File: src/rtl/led_sequencer.sv
// Push-button driven LED pattern sequencer: synchronized, debounced key steps
// through OFF/SOLID/SLOW/FAST/CHASE, each pattern paced by a divided tick.
module led_sequencer #(
    parameter int TICK_DIV   = 25000000,
    parameter int DEB_CYCLES = 1000000,
    parameter int NLED       = 8
) (
    input  logic            CLOCK_50,
    input  logic            RESET_N,
    input  logic            KEY_N,
    output logic [NLED-1:0] LEDG,
    output logic [2:0]      MODE,
    output logic            TICK
);

    localparam int TW = $clog2(TICK_DIV);
    localparam int DW = $clog2(DEB_CYCLES);
    localparam logic [TW-1:0]   TICK_MAX   = TW'(TICK_DIV - 1);
    localparam logic [TW-1:0]   TICK_ONE   = TW'(1);
    localparam logic [DW-1:0]   DEB_MAX    = DW'(DEB_CYCLES - 1);
    localparam logic [DW-1:0]   DEB_ONE    = DW'(1);
    localparam logic [NLED-1:0] CHASE_INIT = NLED'(1);

    typedef enum logic [2:0] {
        MODE_OFF   = 3'd0,
        MODE_SOLID = 3'd1,
        MODE_SLOW  = 3'd2,
        MODE_FAST  = 3'd3,
        MODE_CHASE = 3'd4
    } mode_t;

    logic            sync1_r;
    logic            sync2_r;
    logic            deb_r;
    logic [DW-1:0]   deb_cnt_r;
    logic            press_r;
    mode_t           mode_r;
    mode_t           mode_nxt_s;
    logic [TW-1:0]   tick_cnt_r;
    logic            tick_r;
    logic [1:0]      sub_r;
    logic            phase_r;
    logic [NLED-1:0] chase_r;
    logic [NLED-1:0] ledg_r;

    assign LEDG = ledg_r;
    assign MODE = mode_r;
    assign TICK = tick_r;

    // Two-flop synchronizer for the asynchronous key; idles high (released).
    always_ff @(posedge CLOCK_50 or negedge RESET_N) begin
        if (!RESET_N) begin
            sync1_r <= 1'b1;
            sync2_r <= 1'b1;
        end else begin
            sync1_r <= KEY_N;
            sync2_r <= sync1_r;
        end
    end

    // Debouncer: accept a new level after DEB_CYCLES consecutive differing
    // samples; emit a single press pulse only on the falling (pressed) edge.
    always_ff @(posedge CLOCK_50 or negedge RESET_N) begin
        if (!RESET_N) begin
            deb_r     <= 1'b1;
            deb_cnt_r <= '0;
            press_r   <= 1'b0;
        end else begin
            press_r <= 1'b0;
            if (sync2_r == deb_r) begin
                deb_cnt_r <= '0;
            end else if (deb_cnt_r == DEB_MAX) begin
                deb_r     <= sync2_r;
                deb_cnt_r <= '0;
                press_r   <= ~sync2_r;
            end else begin
                deb_cnt_r <= deb_cnt_r + DEB_ONE;
            end
        end
    end

    // Mode state register.
    always_ff @(posedge CLOCK_50 or negedge RESET_N) begin
        if (!RESET_N) begin
            mode_r <= MODE_OFF;
        end else begin
            mode_r <= mode_nxt_s;
        end
    end

    // Mode advance on each press; unused encodings fall back to OFF.
    always_comb begin
        mode_nxt_s = mode_r;
        if (press_r) begin
            case (mode_r)
                MODE_OFF:   mode_nxt_s = MODE_SOLID;
                MODE_SOLID: mode_nxt_s = MODE_SLOW;
                MODE_SLOW:  mode_nxt_s = MODE_FAST;
                MODE_FAST:  mode_nxt_s = MODE_CHASE;
                MODE_CHASE: mode_nxt_s = MODE_OFF;
                default:    mode_nxt_s = MODE_OFF;
            endcase
        end else begin
            mode_nxt_s = mode_r;
        end
    end

    // Tick divider and pattern state. A press restarts the step timing and
    // takes priority over a coinciding tick, so that tick never steps.
    always_ff @(posedge CLOCK_50 or negedge RESET_N) begin
        if (!RESET_N) begin
            tick_cnt_r <= '0;
            tick_r     <= 1'b0;
            sub_r      <= 2'd0;
            phase_r    <= 1'b0;
            chase_r    <= '0;
        end else if (press_r) begin
            tick_cnt_r <= '0;
            tick_r     <= 1'b0;
            sub_r      <= 2'd0;
            if ((mode_nxt_s == MODE_SLOW) || (mode_nxt_s == MODE_FAST)) begin
                phase_r <= 1'b1;
            end
            if (mode_nxt_s == MODE_CHASE) begin
                chase_r <= CHASE_INIT;
            end
        end else begin
            tick_r     <= (tick_cnt_r == TICK_MAX);
            tick_cnt_r <= (tick_cnt_r == TICK_MAX) ? '0 : (tick_cnt_r + TICK_ONE);
            if (tick_r) begin
                case (mode_r)
                    MODE_SLOW: begin
                        sub_r <= sub_r + 2'd1;
                        if (sub_r == 2'd3) begin
                            phase_r <= ~phase_r;
                        end
                    end
                    MODE_FAST:  phase_r <= ~phase_r;
                    MODE_CHASE: chase_r <= {chase_r[NLED-2:0], chase_r[NLED-1]};
                    default:    begin end
                endcase
            end
        end
    end

    // LED drive, one clock behind mode/phase/chase state.
    always_ff @(posedge CLOCK_50 or negedge RESET_N) begin
        if (!RESET_N) begin
            ledg_r <= '0;
        end else begin
            case (mode_r)
                MODE_OFF:   ledg_r <= '0;
                MODE_SOLID: ledg_r <= '1;
                MODE_SLOW:  ledg_r <= {NLED{phase_r}};
                MODE_FAST:  ledg_r <= {NLED{phase_r}};
                MODE_CHASE: ledg_r <= chase_r;
                default:    ledg_r <= '0;
            endcase
        end
    end

endmodule

File: config.mk
export PLATFORM = sky130hd
export DESIGN_NAME = led_sequencer
export DESIGN_NICKNAME = d
export VERILOG_FILES = /design/src/rtl/led_sequencer.sv
export SDC_FILE = /design/constraint.sdc
export NUM_CORES = 1
export LEC_CHECK = 0
export ABC_AREA = 1
export CAP_MARGIN = 20
export CORE_UTILIZATION = 40
export DETAILED_ROUTE_END_ITERATION = 6
export SYNTH_ARGS = -nofsm -noshare
export SYNTH_HDL_FRONTEND = slang
export SYNTH_SLANG_ARGS = --single-unit
File: constraint.sdc
create_clock -name CLOCK_50 -period 1.6 [get_ports CLOCK_50]
set_input_delay 0.32 -clock CLOCK_50 [delete_from_list [all_inputs] [get_ports CLOCK_50]]
set_output_delay 0.32 -clock CLOCK_50 [all_outputs]
set_load 0.02 [all_outputs]
# --- Word-level counts from Yosys, hierarchy flattened ---
# Cells that the tools add are included.
word_totals:
  ff_bits: 72
  in_bits: 3
  output_inout_bits: 12
op_classes:
  addsub: 3
  n_eq_ne: 14
  n_mux: 22
  n_bitwise: 3
  n_reduce_logical: 11
ops:
  columns: ["op", "n"]
  rows:
  - ["25-bit two-way mux", 2]
  - ["20-bit two-way mux", 2]
  - ["8-bit two-way mux", 4]
  - ["25-bit by 1-bit adder with 25-bit output, second input constant", 1]
  - ["25-bit equality test, second input constant", 1]
  - ["8-bit one-hot mux with 3 select lines", 1]
  - ["20-bit by 1-bit adder with 20-bit output, second input constant", 1]
  - ["20-bit equality test, second input constant", 1]
  - ["3-bit by 2-bit equality test with 1-bit output, second input constant", 4]
  - ["3-bit one-hot mux with 4 select lines", 1]
  - ["1-bit two-way mux", 7]
  - ["3-bit equality test, second input constant", 2]
  - ["2-bit two-way mux", 3]
  - ["2-bit nonzero test", 3]
  - ["2-bit by 1-bit != test with 1-bit output, second input constant", 2]
  - ["2-bit AND reduction", 2]
  - ["4-bit AND reduction", 1]
  - ["3-bit by 1-bit equality test with 1-bit output, second input constant", 1]
  - ["3-bit zero test", 1]
  - ["3-bit two-way mux", 1]
  - ["3-bit != test, second input constant", 1]
  - ["1-bit NOT", 3]
  - ["3-bit AND reduction", 1]
  - ["3-bit nonzero test", 1]
  - ["other kinds (6)", 6]

# --- Logic depth before layout (Yosys ltp) ---
logic_depth:
  word_depth: 7
  mapped_depth: 9

# --- Worst setup path before layout ---
# No wires, ideal clock.
synth_timing:
  kind: "register to register"
  startpoint: "reg deb_cnt_r[0]"
  endpoint: "reg deb_cnt_r[19]"
  arrival_time_ns: 1.257
  required_time_ns: 1.482
  setup_slack_ns: 0.225
  stages_incl_launch_ff: 9
  path_buffers: 0
  synth_period_minus_slack_ns: 1.375
  path_cell_list: "dfrtp_1 -> ha_1 -> inv_1 -> nor3_4 -> nand3_4 -> nand2_8 -> inv_2 -> nand2_1 -> nor2_2"
synth_between:
  elab_chain_cells: 3
synth_lines:
  columns: ["item", "line", "source"]
  rows:
  - ["from (decl)", "35", "logic [DW-1:0] deb_cnt_r;"]
  - ["from (signal assigned)", "77", "deb_cnt_r <= deb_cnt_r + DEB_ONE;"]
  - ["20-bit by 1-bit adder with 20-bit output or 20-bit equality test (tied branches)", "77, 72", null]
  - ["20-bit two-way mux (*)", "72", "end else if (deb_cnt_r == DEB_MAX) begin"]
  - ["20-bit two-way mux (*)", "70", "if (sync2_r == deb_r) begin"]
# Mark *: on every way between the ends. The rest lies on a longest branch, timed or not.
# A chain may end at the register's enable or synchronous reset.

# --- Final worst setup path ---
layout_timing:
  startpoint: "reg mode_r[2], in the netlist MODE[2]"
  endpoint: "out MODE[2]"
layout_lines:
  columns: ["item", "line", "source"]
  rows:
  - ["from (decl)", "37", "mode_t mode_r;"]
  - ["from (signal assigned)", "87", "mode_r <= mode_nxt_s;"]
  - ["to (decl)", "12", "output logic [2:0] MODE,"]
# No word-level cell between the ends.

==> flow_metrics.env <==
export IMPL_status="finished, final reports clean"
export IMPL_synth_area_leader_cell="dfrtp_1"
export IMPL_cts_buffers=9
export IMPL_synth_seq_cells=72
export IMPL_pwr_density_cell_nw_per_um2=803
export IMPL_synth_flop_cell="dfrtp_1"
export IMPL_drc=0
export IMPL_numPortBuffers=14
export IMPL_p_total_mw=3.56
export IMPL_wire_per_inst_um=12.2
export IMPL_grt_overflow=0
export IMPL_cts_buffer_depth=2
export IMPL_coreArea_um2=9240
export IMPL_place_inst=648
export IMPL_finalNonFillerCells=666
export IMPL_ios=15
export IMPL_hold_path_depth=0
export IMPL_die_h_um=99.6
export IMPL_cts_root_buf="clkbuf_8"
export IMPL_post_route_period_util_pct=91.9
export IMPL_gr_usage_met3_pct=4.71
export IMPL_slew_headroom_pct=75.7
export IMPL_tightest_slew_ns=0.364
export IMPL_firstDrtPassIters=4
export IMPL_crit_type="flip-flop to primary output"
export IMPL_clk_pin_slew_worst_paths_ns=0.08
export IMPL_cts_tree="yes"
export IMPL_final_nets=538
export IMPL_ys_types=33
export IMPL_synth_top_area_share_pct=45.3
export IMPL_die_area_um2=9910
export IMPL_grt_use_met1_pct=23.9
export IMPL_rows=35
export IMPL_grt_start_max_net_pins=36
export IMPL_fin_util_pct=48.1
export IMPL_cts_setup_buffers=0
export IMPL_fin_setup_tns_ns=0
export IMPL_yosysMostFrequentCell="nand2_1"
export IMPL_grt_pass1_vias=3191
export IMPL_drt_iter0_drc=171
export IMPL_end_kind="primary output"
export IMPL_layout_min_cycle_time_ns=1.47
export IMPL_synth_area_leaders="dfrtp_1, nand2_1, nor2_1, inv_1, nand3_1"
export IMPL_yosysSeqAreaShare_pct=47.4
export IMPL_multi_input_area_um2=1810
export IMPL_synth_edf_count=0
export IMPL_grt_setup_unrepaired="no"
export IMPL_required_ns=1.28
export IMPL_yosys_warnings=0
export IMPL_diodes=0
export IMPL_avgSynthCellArea_um2=7.65
export IMPL_ant_nets=0
export IMPL_min_path_type="flip-flop to flip-flop"
export IMPL_async_reset_ff_share_pct=100
export IMPL_drive_gt1_share_pct=12.5
export IMPL_clk_latency_ns=0.35
export IMPL_crit_cells=1
export IMPL_viasPerCell=4.69
export IMPL_gp_congestion=0.887
export IMPL_start_util_pct=41.2
export IMPL_detailed_place_hpwl_um=6090
export IMPL_finalWirelength_um=8110
export IMPL_critical_path_buf_inv_count=1
export IMPL_cpPeakStageDelay_ns=0.44
export IMPL_crit_slowest_cell="dfrtp_1"
export IMPL_synth_cells=498
export IMPL_grtUsageTotal_pct=18.5
export IMPL_seqCellArea_um2=1810
export IMPL_ir_drop_uv=454
export IMPL_syn_num_nets=504
export IMPL_grt_util_met2_pct=30.5
export IMPL_htree_levels=3
export IMPL_setup_violations_final=0
export IMPL_grt_pass1_wl_um=14500
export IMPL_power_leakage_nw=2.07
export IMPL_critPathArrivalTime_ns=1.15
export IMPL_cp_top_family="flip-flops"
export IMPL_drv_slew=0
export IMPL_cts_sinks=72
export IMPL_fillCellCount=897
export IMPL_vias=3121
export IMPL_hold_viol_final=0
export IMPL_syn_area_um2=3810
export IMPL_synth_commonest_cells="nand2_1, nor2_1, dfrtp_1"
export IMPL_synthToLayoutAreaGrowth_pct=16.6
export IMPL_finClkSkew_ns=0.0114
export IMPL_crit_path_cell_trace="dlygate4sd2_1"
export IMPL_max_freq_ghz=0.680
export IMPL_crit_path_start_kind="flip-flop"
export IMPL_die_w_um=99.6
export IMPL_reg2regPathDepth=7
export IMPL_antenna_found_initial=0
export IMPL_cap_violations=0
export IMPL_busiest_layer="met2"
export IMPL_crit_fanout=6
worst paths after layout:
check / start / to / slack (ns)
worst max register to register: tick_cnt_r[5] / tick_cnt_r[21] / 0.15
min in group asynchronous: RESET_N / tick_cnt_r[7] / 0.42
worst max-delay path: MODE[2] / MODE[2] / 0.13
max in group asynchronous: RESET_N / deb_r / 0.60
worst min-delay path: sync1_r / sync2_r / 0.36
worst min register to register: sync1_r / sync2_r / 0.36
cell type report:
cell class / count / area share (%)
multi-input combinational: 368 / 40.8
sequential: 72 / 40.7
timing repair buffer: 25 / 5.04
inverter: 56 / 4.73
tap: 129 / 3.63
clock buffer: 10 / 3.10
clock inverter: 6 / 2.03
metal layers:
layer | routed length (um) | vias up
met5 | 0 | -
met4 | 125 | 0
met3 | 236 | 11
met2 | 3920 | 42
met1 | 3820 | 1449
li1 | - | 1619
stage by stage:
stage,cell area (um2),hold slack (ns),worst slack (ns)
final,4440,0.358,0.130
after global routing,4440,0.355,0.00831
after CTS,4400,0.359,0.000482
after detailed placement,4180,0.264,0.116
after global placement,4180,0.263,0.171
after floorplan,3810,0.0244,0.225
cell usage in the layout (no fill, tap or decap), types with 2 or more instances in the layout:
cell type / synthesis / routed
nand2_1: 119 / 119
nor2_1: 117 / 116
dfrtp_1: 69 / 69
inv_1: 54 / 54
nand3_1: 32 / 32
o21ai_0: 16 / 16
nor3_1: 14 / 13
xor2_1: 12 / 12
dlygate4sd2_1: 0 / 11
nor2_2: 10 / 10
clkbuf_8: 0 / 10
buf_4: 0 / 10
nand2_2: 7 / 7
xnor2_1: 6 / 6
nor2_4: 4 / 5
a21oi_1: 4 / 4
nand4_1: 4 / 4
nor3_2: 2 / 3
nand3b_1: 3 / 3
dfstp_2: 3 / 3
nand3_4: 1 / 2
nand3_2: 3 / 2
inv_2: 2 / 2
nand2_4: 1 / 2
ha_1: 3 / 2
inv_6: 0 / 2
bufinv_16: 0 / 2
cell families after synthesis:
| group | count (synthesis) | share of synthesized area [%] |
|---|---|---|
| and+or+nand+nor | 321 | 38.1 |
| DFF | 72 | 47.4 |
| buffers and inverters | 59 | 5.88 |
| AOI/OAI and AO/OA | 25 | 3.52 |
| xor gates and xnor gates | 18 | 4.14 |
| adders and majority gates | 3 | 0.986 |
where the power goes:
| part | leakage, nW | internal [mW] | switching [mW] | total [mW] |
|---|---|---|---|---|
| clock | 0.113 | 0.929 | 0.718 | 1.65 |
| sequential | 0.979 | 1.83 | 0.00737 | 1.84 |
| combinational | 0.982 | 0.0246 | 0.0568 | 0.0814 |
| total | 2.07 | 2.78 | 0.782 | 3.56 |
registers in the layout, indices dropped and copies added (netlist names), 2 cells and up:
signal      count
tick_cnt_r     25
deb_cnt_r      20
LEDG            8
chase_r         8
MODE            3
sub_r           2
what timing repair did:
action                                  4_1_cts  5_1_grt
hold endpoints to repair                     25        0
gates cloned                                  0        1
gates resized for setup                      11        7
hold buffers                                  1        0
pin swaps                                     0        1
endpoints found under the setup margin       11       15
Note: power is estimated with default switching activity, not from simulation.
